## src/rtl/spill_register.sv

```systemverilog
// spill_register: two-entry elastic buffer that registers valid, data and ready on a valid/ready stream
// Ports:
//   clk_i   - clock, all state updates on the rising edge
//   rst_i   - synchronous active-high reset, clears both slots
//   valid_i - upstream payload valid
//   ready_o - upstream may transfer (low only when both slots are full)
//   data_i  - upstream payload of type T
//   valid_o - downstream payload valid
//   ready_i - downstream accepts
//   data_o  - downstream payload of type T
module spill_register #(
    parameter type T = logic
) (
    input  logic clk_i,
    input  logic rst_i,
    input  logic valid_i,
    output logic ready_o,
    input  T     data_i,
    output logic valid_o,
    input  logic ready_i,
    output T     data_o
);
    logic a_full, b_full;
    T     a_data, b_data;
    logic a_fill, a_drain, b_fill, b_drain;
    // A always presents its entry downstream while B is empty; an unaccepted
    // entry parks in B so A can keep taking new data without looking at ready_i.
    assign a_fill  = valid_i & ready_o;
    assign a_drain = a_full & ~b_full;
    assign b_fill  = a_drain & ~ready_i;
    assign b_drain = b_full & ready_i;
    always_ff @(posedge clk_i) begin
        if (rst_i) begin
            a_full <= 1'b0;
            b_full <= 1'b0;
            a_data <= '0;
            b_data <= '0;
        end else begin
            a_full <= a_fill | (a_full & ~a_drain);
            b_full <= b_fill | (b_full & ~b_drain);
            if (a_fill) a_data <= data_i;
            if (b_fill) b_data <= a_data;
        end
    end
    // B holds the older entry whenever it is occupied.
    assign valid_o = a_full | b_full;
    assign data_o  = b_full ? b_data : a_data;
    assign ready_o = ~(a_full & b_full);
endmodule

```

## config.mk

```make
export PLATFORM = sky130hd
export DESIGN_NAME = spill_register
export DESIGN_NICKNAME = d
export VERILOG_FILES = /design/src/rtl/spill_register.sv
export SDC_FILE = /design/constraint.sdc
export NUM_CORES = 1
export LEC_CHECK = 0
export ABC_AREA = 1
export CAP_MARGIN = 20
export CORE_AREA = 2 2 39 41
export DETAILED_ROUTE_END_ITERATION = 16
export DIE_AREA = 0 0 41 43
export HOLD_SLACK_MARGIN = 0.08
export SLEW_MARGIN = 20
export SYNTH_ARGS = -nofsm -noshare
export SYNTH_HDL_FRONTEND = slang
export SYNTH_SLANG_ARGS = --single-unit
export TNS_END_PERCENT = 10
```

## constraint.sdc

```tcl
create_clock -name clk_i -period 0.8 [get_ports clk_i]
set_input_delay 0.24 -clock clk_i [delete_from_list [all_inputs] [get_ports clk_i]]
set_output_delay 0.24 -clock clk_i [all_outputs]
set_load 0.01 [all_outputs]
```

# Word level (Yosys, flattened, before mapping)
# Cells that the tools add are included.
# W data, S select, Z words.
# word_totals
regBits,4
in_bits,5
out_inout_bits,3
elab_cells,20
# classes
n_mux,1
n_bitwise,15
# op_table
op,n
$and A1 B1 Y1,7
$not A1 Y1,5
$or A1 B1 Y1,3
$mux W1,1

# Longest topological paths before layout
# depth
ltp_word,5
mapped_depth,5
ltp_nobuf,5

# Least setup slack after synthesis
# Ideal clock, no wire load.
# synth_timing
path_type,reg2out
start,register b_full
end,output port data_o
arrival_ps,679
t_required_ps,560
path_slack_ps,-119
stages_incl_launch_ff,3
n_path_buf,0
path_cell_list,dfxtp_1 inv_1 o21ai_0
# synth_via
elab_chain_len,1
# synth_lines
item,line_no,rtl
start: declaration,23,"logic a_full, b_full;"
start signal: assignment,40,b_full <= b_fill | (b_full & ~b_drain);
$mux W1,47,assign data_o = b_full ? b_data : a_data;
end: declaration,21,output T data_o
# Every way passes these cells.

# Worst setup path after layout
# layout_timing
start,register b_full
end,output port ready_o
# layout_via
elab_chain_len,2
# layout_lines
item,line_no,rtl
$and A1 B1 Y1,48,assign ready_o = ~(a_full & b_full);
$not A1 Y1,48,
end: declaration,17,"output logic ready_o,"
# Every way passes these cells.

==> flow_metrics.tcl <==
set metrics [dict create \
    finalMaxSlewViolations 0 \
    htreeDepth 1 \
    gp_congestion 0.692 \
    path_cells "buf_6, nand2_2, buf_6" \
    synth_common_cells "5 x inv_1, 4 x dfxtp_1, 3 x nand2_1, 3 x nand2_2, 3 x nor2_1" \
    drc 0 \
    synth.top_cell.area_share_pct 46.0 \
    combPwrFrac_pct 19.5 \
    synth_most_common_cell "inv_1" \
    clkPwrFrac_pct 42.9 \
    post-route-period-util_pct 139 \
    final.fill_count 157 \
    required_ps 560 \
    p_sw_uw 134 \
    post-dp-hpwl_um 289 \
    path_clk_slew_ps 40 \
    syn2layout_area_growth_pct 115 \
    ioPinCount 8 \
    power_uw 579 \
    track_usage_pct 6.02 \
    setup_tns_ps -1220 \
    grt_pass1_vias 189 \
    overflow 0 \
    final_layout_size_suffix_gt1_share_pct 61.0 \
    yosysWarnings 0 \
    use_met3_pct 2.09 \
    worst_pin_slew_ps 181 \
    clk_latency_ps 230 \
    rrSetupSlack_ps -130 \
    netlist_area_um2 174 \
    ys_top_cells_by_area "dfxtp_1 46%, inv_1 11%, nand2_2 11%" \
    slowest_delay_ps 370 \
    hold_start "a_data$_SDFFE_PP0P_" \
    die_x_um 41 \
    dr.pass1.iters 3 \
    leakage_nw 0.172 \
    p_int_uw 445 \
    drv_cap 0 \
    status "finished with violations" \
    cp-start-kind "flip-flop" \
    max_freq_mhz 899 \
    grtUsageMet1_pct 7.05 \
    fp.dieH_um 43 \
    cp_max_fo 3 \
    cp-startpoint "b_full$_SDFF_PP0_" \
    final_hold_viol_count 0 \
    synth.avg_cell_area_um2 7.25 \
    cp_data_arrival_time_ps 870 \
    cts_sinks 4 \
    r2r_cells 5 \
    detail_route.iter0.violations 5 \
    synthDistinctLibCells 10 \
    rr_startpoint "b_full$_SDFF_PP0_" \
    rsz0062_at_grt "true" \
    viasPerCell 3.30 \
    wirelength_um 396 \
    final_nets 48 \
    cts_hold_buffers 0 \
    skew_ps 1.17 \
    synth_edf_count 0 \
    synthFlopType "dfxtp_1" \
    synth_seq_cells 4 \
    finalSetupViolations 7 \
    vias 188 \
    core_area_um2 1380 \
    path_class "reg -> out" \
    grt_pass1_wl_um 676 \
    cts_buffers 3 \
    synthCells 24 \
    syn-num-nets 29 \
    peakVddDrop_mv 0.569 \
    rows 14 \
    wl_per_cell_um 6.95 \
    initial_core_util_pct 12.6 \
    slew_headroom_pct 87.9 \
    port_buffers 7 \
    clockBufferDepth 2 \
    use_met2_pct 6.88 \
    cts_tree "done" \
    dieArea_um2 1760 \
    slowest_stage "dfxtp_4" \
    cp-end-kind "primary output" \
    reg2reg_to "a_data$_SDFFE_PP0P_" \
    switching_share_pct 23.1 \
    root_buffer "clkbuf_4" \
    grt_max_degree 5 \
    cp_common_cell "buf_6" \
    busiest_layer "met4" \
    hp-class "reg -> reg" \
    ant_nets 0 \
    yosysSeqAreaShare_pct 46.0 \
    antenna_found_initial 0 \
    antenna_cells 0 \
    min_to "a_data$_SDFFE_PP0P_" \
    async_flop_share_pct 0 \
    setup_ws_ps -313 \
    fin_crit_ps 1110 \
    hold_path_depth 3 \
    power.density_nw_per_um2 1550 \
    violations "setup timing" \
    p_seq_share_pct 37.7 \
    yosysTopAreaCell "dfxtp_1" \
]
==> cells in the final DEF (no fill, tap or decap), drive strengths merged <==
cell type      synthesis  final
nand2                  6      6
buf                    0     10
nor3                   1      1
nand3                  2      2
a21oi                  2      2
clkbuf                 0      3
o21ai                  1      1
nor2                   3      3
clkdlybuf4s50          0      4
inv                    5      5
dfxtp                  4      4
==> sequential cells by signal, summed over array words and instances, names as in the netlist <==
register / cells
a_full: 1
b_full: 1
b_data: 1
a_data: 1
==> worst max path at each step <==
stage              end  slack [ps]
2_1_floorplan   data_o         0.2
4_1_cts         data_o        -320
3_5_place_dp    data_o        -500
6_report       ready_o        -310
5_1_grt         data_o        -360
3_3_place_gp    data_o        -490
==> power by group through the flow <==
stage | combinational, mW | sequential (mW) | clock, mW
5_1_grt | 0.124 | 0.219 | 0.283
6_report | 0.113 | 0.218 | 0.248
3_3_place_gp | 0.0982 | 0.220 | 0
3_5_place_dp | 0.0988 | 0.220 | 0
4_1_cts | 0.102 | 0.220 | 0.267
2_1_floorplan | 0.0348 | 0.220 | 0
==> repair_timing <==
action,CTS,global route
setup buffers,1,0
gates resized for setup,19,8
cloned,0,0
endpoints found under the setup margin,6,7
pin swaps,1,1
==> through the flow <==
stage / util [%] / std cells / worst slack, ps / cell area (um2) / hold slack [ps]
after floorplan: - / 24 / 0.215 / 178 / 302
after global placement: 22.6 / 53 / -494 / 313 / 573
after detailed placement: 22.6 / 53 / -504 / 313 / 578
after CTS: 25.0 / 57 / -317 / 347 / 590
after global routing: 27.0 / 57 / -358 / 374 / 616
final: 27.0 / 57 / -313 / 374 / 594
==> kinds of logic (layout without fill, tap and decap cells) <==
family                 count (synthesis)  after routing  share of synthesized area, %
AOI/OAI and AO/OA                      3              3                          10.8
buffers and inverters                  5             22                          10.8
DFF                                    4              4                          46.0
and+or+nand+nor                       12             12                          32.4
==> area by class of cell <==
class	count	area [um2]	area share, %
Inverter	5	21.3	5.69
Clock buffer	3	22.5	6.02
Tap cell	16	20.0	5.35
Timing Repair Buffer	14	124	33.1
Multi-Input combinational cell	15	98.8	26.4
Sequential cell	4	87.6	23.4
==> layer usage <==
metal	share of wire, %	wire length (um)
met2	45	179
met5	0	0
met4	0	0
met1	44	173
met3	11	43
==> worst max-delay path, delay by kind of cell (launching register included) <==
family        cells  cell delay (ps)
buf+inv           2              220
simple gates      1               50
flops             1              370
(Power assumes the default switching activity.)
